File: config.mk
export PLATFORM = sky130hd
export DESIGN_NAME = btb_assoc_param
export DESIGN_NICKNAME = d
export VERILOG_FILES = /design/src/rtl/btb_assoc_param.sv
export SDC_FILE = /design/constraint.sdc
export NUM_CORES = 2
export LEC_CHECK = 0
export BUFFER_PORTS_ARGS = -buffer_cell sky130_fd_sc_hd__buf_2
export CAP_MARGIN = 20
export CORE_AREA = 2 2 285 287
export CTS_CLUSTER_SIZE = 24
export DETAILED_ROUTE_END_ITERATION = 6
export DIE_AREA = 0 0 287 289
export SLEW_MARGIN = 20
export SYNTH_ARGS = -nofsm -noshare
export SYNTH_HDL_FRONTEND = slang
export SYNTH_SLANG_ARGS = --single-unit
File: constraint.sdc
create_clock -name clk -period 18.3 [get_ports clk]
set_input_delay 2.745 -clock clk [delete_from_list [all_inputs] [get_ports clk]]
set_output_delay 2.745 -clock clk [all_outputs]
set_load 0.01 [all_outputs]
File: src/rtl/btb_assoc_param.sv
// btb_assoc_param: set-associative BTB with tree-PLRU replacement and flush sequencer.
// Define BTB_STATS_EN to build the lookup/hit/mispredict statistics counters.
module btb_assoc_param #(
   parameter int SETS      = 4,
   parameter int WAYS      = 4,
   parameter int ADDR_W    = 16,
   parameter int INDEX_LSB = 1,
   parameter int CTR_W     = 2
) (
   input  logic              clk,
   input  logic              reset,
   input  logic              lookup_valid,
   input  logic [ADDR_W-1:0] lookup_pc,
   output logic              pred_valid,
   output logic              pred_hit,
   output logic              pred_taken,
   output logic [ADDR_W-1:0] pred_target,
   input  logic              upd_valid,
   output logic              upd_ready,
   input  logic [ADDR_W-1:0] upd_pc,
   input  logic [ADDR_W-1:0] upd_target,
   input  logic              upd_taken,
   input  logic              flush,
   output logic              flush_busy,
   output logic [31:0]       stat_lookups,
   output logic [31:0]       stat_hits,
   output logic [31:0]       stat_mispred
);
   localparam int IDX_W = $clog2(SETS);
   localparam int WAY_W = $clog2(WAYS);
   localparam int PL_W  = WAYS - 1;
   localparam logic [CTR_W-1:0] CTR_MAX  = '1;
   localparam logic [CTR_W-1:0] CTR_INIT = CTR_W'(1) << (CTR_W - 1);

   typedef enum logic {IDLE, FLUSH} state_t;

   state_t state_q, state_d;
   logic [IDX_W-1:0] cnt_q, cnt_d;
   logic [SETS-1:0][WAYS-1:0] valid_q, valid_d;
   logic [SETS-1:0][WAYS-1:0][ADDR_W-1:0] tag_q, tag_d;
   logic [SETS-1:0][WAYS-1:0][ADDR_W-1:0] tgt_q, tgt_d;
   logic [SETS-1:0][WAYS-1:0][CTR_W-1:0] ctr_q, ctr_d;
   logic [SETS-1:0][PL_W-1:0] plru_q, plru_d;
   logic pv_q, pv_d, ph_q, ph_d, pt_q, pt_d;
   logic [ADDR_W-1:0] ptgt_q, ptgt_d;

   logic [IDX_W-1:0] lk_idx, up_idx;
   logic [WAY_W-1:0] lk_way, up_way, inv_way, al_way;
   logic lk_hit, up_hit, inv_found, upd_fire;
   logic [CTR_W-1:0] up_ctr;

   // Level l of the tree is steered by way bit l; a bit value of 1 points at ways with that bit set.
   function automatic logic [PL_W-1:0] touch(input logic [PL_W-1:0] row,
                                             input logic [WAY_W-1:0] w);
      logic [PL_W-1:0] r;
      logic [WAY_W-1:0] nd;
      r = row;
      for (int l = 0; l < WAY_W; l++) begin
         nd = WAY_W'((1 << l) - 1 + (int'(w) & ((1 << l) - 1)));
         r[nd] = ~w[l];
      end
      return r;
   endfunction

   function automatic logic [WAY_W-1:0] victim(input logic [PL_W-1:0] row);
      logic [WAY_W-1:0] w;
      logic [WAY_W-1:0] nd;
      w = '0;
      for (int l = 0; l < WAY_W; l++) begin
         nd = WAY_W'((1 << l) - 1 + (int'(w) & ((1 << l) - 1)));
         w[l] = row[nd];
      end
      return w;
   endfunction

   assign upd_ready  = (state_q == IDLE) & ~flush;
   assign flush_busy = (state_q == FLUSH);
   assign upd_fire   = upd_valid & upd_ready;
   assign pred_valid  = pv_q;
   assign pred_hit    = ph_q;
   assign pred_taken  = pt_q;
   assign pred_target = ptgt_q;

   always_comb begin
      valid_d = valid_q;
      tag_d   = tag_q;
      tgt_d   = tgt_q;
      ctr_d   = ctr_q;
      plru_d  = plru_q;
      state_d = state_q;
      cnt_d   = cnt_q;

      lk_idx = lookup_pc[INDEX_LSB +: IDX_W];
      lk_hit = 1'b0;
      lk_way = '0;
      up_idx = upd_pc[INDEX_LSB +: IDX_W];
      up_hit = 1'b0;
      up_way = '0;
      inv_found = 1'b0;
      inv_way = '0;
      for (int i = WAYS - 1; i >= 0; i--) begin
         if (valid_q[lk_idx][i] && tag_q[lk_idx][i] == lookup_pc) begin
            lk_hit = 1'b1;
            lk_way = WAY_W'(i);
         end
         if (valid_q[up_idx][i] && tag_q[up_idx][i] == upd_pc) begin
            up_hit = 1'b1;
            up_way = WAY_W'(i);
         end
         if (!valid_q[up_idx][i]) begin
            inv_found = 1'b1;
            inv_way = WAY_W'(i);
         end
      end

      pv_d   = lookup_valid;
      ph_d   = lookup_valid & lk_hit & (state_q == IDLE);
      pt_d   = ph_d & ctr_q[lk_idx][lk_way][CTR_W-1];
      ptgt_d = ph_d ? tgt_q[lk_idx][lk_way] : '0;
      if (ph_d) plru_d[lk_idx] = touch(plru_q[lk_idx], lk_way);

      up_ctr = ctr_q[up_idx][up_way];
      al_way = inv_found ? inv_way : victim(plru_q[up_idx]);
      // Update PLRU is computed from pre-edge state and overrides any lookup touch.
      if (upd_fire && up_hit) begin
         if (upd_taken) begin
            if (up_ctr != CTR_MAX) ctr_d[up_idx][up_way] = up_ctr + 1'b1;
            tgt_d[up_idx][up_way] = upd_target;
         end else if (up_ctr != '0) begin
            ctr_d[up_idx][up_way] = up_ctr - 1'b1;
         end
         plru_d[up_idx] = touch(plru_q[up_idx], up_way);
      end else if (upd_fire && upd_taken) begin
         valid_d[up_idx][al_way] = 1'b1;
         tag_d[up_idx][al_way]   = upd_pc;
         tgt_d[up_idx][al_way]   = upd_target;
         ctr_d[up_idx][al_way]   = CTR_INIT;
         plru_d[up_idx] = touch(plru_q[up_idx], al_way);
      end

      unique case (state_q)
         IDLE: begin
            if (flush) begin
               state_d = FLUSH;
               cnt_d = '0;
            end
         end
         FLUSH: begin
            valid_d[cnt_q] = '0;
            plru_d[cnt_q] = '0;
            cnt_d = cnt_q + 1'b1;
            if (cnt_q == IDX_W'(SETS - 1)) state_d = IDLE;
         end
         default: state_d = IDLE;
      endcase
   end

   always_ff @(posedge clk or posedge reset) begin
      if (reset) begin
         state_q <= IDLE;
         cnt_q   <= '0;
         valid_q <= '0;
         tag_q   <= '0;
         tgt_q   <= '0;
         ctr_q   <= '0;
         plru_q  <= '0;
         pv_q    <= 1'b0;
         ph_q    <= 1'b0;
         pt_q    <= 1'b0;
         ptgt_q  <= '0;
      end else begin
         state_q <= state_d;
         cnt_q   <= cnt_d;
         valid_q <= valid_d;
         tag_q   <= tag_d;
         tgt_q   <= tgt_d;
         ctr_q   <= ctr_d;
         plru_q  <= plru_d;
         pv_q    <= pv_d;
         ph_q    <= ph_d;
         pt_q    <= pt_d;
         ptgt_q  <= ptgt_d;
      end
   end

`ifdef BTB_STATS_EN
   logic [31:0] st_lk_q, st_lk_d, st_hit_q, st_hit_d, st_mis_q, st_mis_d;
   logic mispred;

   // A miss is treated as a not-taken prediction.
   assign mispred = upd_fire & ((up_hit & up_ctr[CTR_W-1]) != upd_taken);

   always_comb begin
      st_lk_d  = st_lk_q;
      st_hit_d = st_hit_q;
      st_mis_d = st_mis_q;
      if (lookup_valid && st_lk_q != '1) st_lk_d = st_lk_q + 32'd1;
      if (ph_d && st_hit_q != '1) st_hit_d = st_hit_q + 32'd1;
      if (mispred && st_mis_q != '1) st_mis_d = st_mis_q + 32'd1;
      if (state_q == IDLE && flush) begin
         st_lk_d  = '0;
         st_hit_d = '0;
         st_mis_d = '0;
      end
   end

   always_ff @(posedge clk or posedge reset) begin
      if (reset) begin
         st_lk_q  <= '0;
         st_hit_q <= '0;
         st_mis_q <= '0;
      end else begin
         st_lk_q  <= st_lk_d;
         st_hit_q <= st_hit_d;
         st_mis_q <= st_mis_d;
      end
   end

   assign stat_lookups = st_lk_q;
   assign stat_hits    = st_hit_q;
   assign stat_mispred = st_mis_q;
`else
   assign stat_lookups = '0;
   assign stat_hits    = '0;
   assign stat_mispred = '0;
`endif
endmodule
==> flow_metrics.py <==
metrics = {
    "run_status": {
        "outcome": "finished, final reports clean",
    },
    "yosys": {
        "synth_edf_count": 0,
        "synthCells": 2266,
        "synth_warnings": 0,
        "ys_seq_area_share_pct": 47.0,
        "synth_cell_types": 88,
        "ys_async_sr_fraction_pct": 100,
        "synth_flop_cell": "dfrtp_1",
        "ys_ff_latch": 594,
        "avgSynthCellArea_sq_um": 14.0,
        "synthesis.area_sq_mm": 0.0316,
    },
    "route": {
        "drt_first_pass_iters": 6,
        "drt_iter0_markers": 1413,
        "drc": 0,
        "ant_nets": 0,
        "routed_wl_mm": 85.9,
        "vias": 19216,
        "wl_per_cell_um": 25.3,
        "post_drt_via_cell_ratio": 5.67,
    },
    "floorplanning": {
        "die_w_um": 287,
        "core_sq_mm": 0.0799,
        "fp-row-count": 104,
        "io_pins": 171,
        "die_h_um": 289,
        "start_util_pct": 39.6,
        "die-area_sq_mm": 0.0829,
    },
    "power": {
        "p_sw_share_pct": 27.6,
        "pwr-share-seq_pct": 45.1,
        "internal_power_mw": 2.42,
        "power_mw": 3.35,
        "clkPwrFrac_pct": 40.0,
        "vdd_drop_max_uv": 71.0,
        "p_per_area_mw_per_mm2": 96.6,
        "leakage_nw": 15.8,
        "combPwrFrac_pct": 14.8,
        "switchingPower_mw": 0.924,
    },
    "sta": {
        "max_freq_mhz": 119,
        "hold_violations": 0,
        "timing.final.max_slew_violations": 0,
        "tightest_slew_ns": 1.07,
        "setup_slack_ns": 9.87,
        "min_period_over_period_pct": 46.1,
        "slew_headroom_pct": 28.4,
        "fin_tns_setup_ns": 0,
        "period_needed_ns": 8.43,
        "setup_viol": 0,
        "rsz0062_at_grt": "false",
        "clock_skew_ns": 0.0295,
        "holdWs_ns": 0.478,
    },
    "worst_setup_path": {
        "setup.worst_path.class": "primary input to flip-flop",
        "startpoint_type": "primary input",
        "cp.arrival_ns": 8.93,
        "cp-end-kind": "flip-flop",
        "crit_path_max_fanout": 53,
        "rrSetupSlack_ns": 12.94,
        "critPathRequiredTime_ns": 18.80,
    },
    "layout": {
        "fillers": 7216,
        "nets": 2337,
        "drive_gt1_share_pct": 41.1,
        "final_cell_mix": "594 x dfrtp_1, 457 x mux2_2, 184 x mux4_2",
        "area_delta_synth_final_pct": 9.58,
        "final_common_cell": "dfrtp_1",
    },
    "min_path": {
        "hold_path.class": "flip-flop to flip-flop",
    },
    "global_routing": {
        "grt_remaining_overflow": 0,
        "grt_pass1_vias": 20149,
        "grt_usage_pct": 20.8,
        "grt_pass1_wl_mm": 130,
        "antenna_found_initial": 3,
        "grt_start_max_net_pins": 184,
    },
    "clocking": {
        "cts_root_buffer": "clkbuf_16",
        "htreeDepth": 3,
        "clock_path_buffers": 3,
        "cts_buffers": 69,
        "post_cts_buffers": 0,
        "path_clk_slew_ns": 0.05,
        "cts_resized": 0,
        "ctsHoldBuffers": 0,
        "clock_latency_ns": 0.63,
        "cts_tree": "built",
        "clock-sinks": 594,
    },
    "run": {
        "maxCapViolations": 0,
    },
    "placed_design": {
        "port_buffers": 74,
        "place.gp.congestion": 0.899,
        "detailed_place_hpwl_mm": 55.1,
        "pre_cts_slack_ns": 9.28,
    },
}
power groups by stage:
stage	sequential [mW]	combinational, mW	clock (mW)
final	1.51	0.496	1.34
after global routing	1.53	0.535	1.42
after CTS	1.51	0.498	1.37
after detailed placement	1.53	0.496	0
after global placement	1.52	0.486	0
after floorplan	1.51	0.386	0
critical path: stages:
cell       delay (ns)
buf_4            0.45
buf_4            0.83
mux4_2           0.42
xnor2_1          0.54
o2111ai_1        0.24
nor4_2           0.53
nand2_1          0.28
a31oi_1          0.31
nor2_1           0.10
nor2_1           0.17
inv_1            0.07
ha_1             0.18
nor3_1           0.26
inv_1            0.07
a41oi_1          0.26
o21bai_1         0.44
buf_4            0.34
o21ai_2          0.23
o32ai_1          0.32
cell type report:
type / instances / area, sq um / area share (%)
diodes: 3 / 7.51 / 0.0217
flip-flops and latches: 594 / 14900 / 42.9
inverters: 25 / 97.6 / 0.282
clock buffers: 105 / 1980 / 5.72
clock inverters: 15 / 200 / 0.578
well taps: 1060 / 1330 / 3.83
multi-input cells: 1467 / 15400 / 44.5
repair buffers: 120 / 761 / 2.20
per-stage QoR:
step | instances | util (%) | cell area, sq um
5_1_grt | 3387 | 43.4 | 34600
3_3_place_gp | 3266 | 40.6 | 32400
4_1_cts | 3386 | 43.3 | 34600
6_report | 3389 | 43.4 | 34600
3_5_place_dp | 3266 | 40.6 | 32400
2_1_floorplan | 2361 | - | 32000
kinds of logic after synthesis:
| group | share of synthesized area, % |
|---|---|
| multiplexers | 33.5 |
| other | 0.0119 |
| AO/OA/AOI/OAI | 4.04 |
| adder cells (fa/ha/maj) | 0.237 |
| AND/OR/NAND/NOR | 6.01 |
| XOR/XNOR | 3.43 |
| buffers and inverters | 5.73 |
| flip-flops | 47.0 |
Yosys cell counts, drive strengths merged (6+ instances only):
cell type	count	area, sq um
buf	188	1340
mux2	499	5730
xor2	19	166
clkbuf	77	289
a31oi	18	113
a2bb2oi	7	61.3
ha	6	75.1
inv	25	93.8
nor4	11	96.3
o32ai	8	70.1
o21a	18	136
dlygate4sd1	10	87.6
o21ai	16	98.9
dfrtp	594	14900
o31ai	15	113
and2	9	56.3
a211oi	6	45.0
mux4	188	4250
nand3	24	120
nand2	67	284
mux2i	62	621
a21oi	27	135
nand2b	12	75.1
a21o	8	60.1
xnor2	105	920
nor2	35	131
nor3	53	378
nand4	23	144
a31o	6	52.6
and3	10	62.6
or2	20	125
nor2b	20	125
state kept, by name, summed over array words and instances (netlist names), 2 cells and up:
| register | count |
|---|---|
| ctr_q | 32 |
| tag_q | 256 |
| cnt_q | 2 |
| tgt_q | 256 |
| plru_q | 12 |
| pred_target | 16 |
| valid_q | 16 |
path summary, 6_finish.rpt:
| path | start | to | depth (start not counted) |
|---|---|---|---|
| min in group asynchronous | reset | ctr_q[29] | 2 |
| hold reg to reg | tag_q[194] | tag_q[194] | 1 |
| max in group asynchronous | reset | tgt_q[1] | 5 |
| setup / recovery | upd_pc[2] | ctr_q[10] | 19 |
| hold / removal | tag_q[194] | tag_q[194] | 1 |
| setup reg to reg | tag_q[246] | ctr_q[10] | 17 |
layer usage:
| layer | GRT usage (%) | routed length, um |
|---|---|---|
| met1 | 28.2 | 37100 |
| met2 | 32.9 | 40600 |
| met3 | 4.66 | 5530 |
| met4 | 7.42 | 2670 |
| met5 | 0 | 22 |
Note: power is estimated with default switching activity, not from simulation.
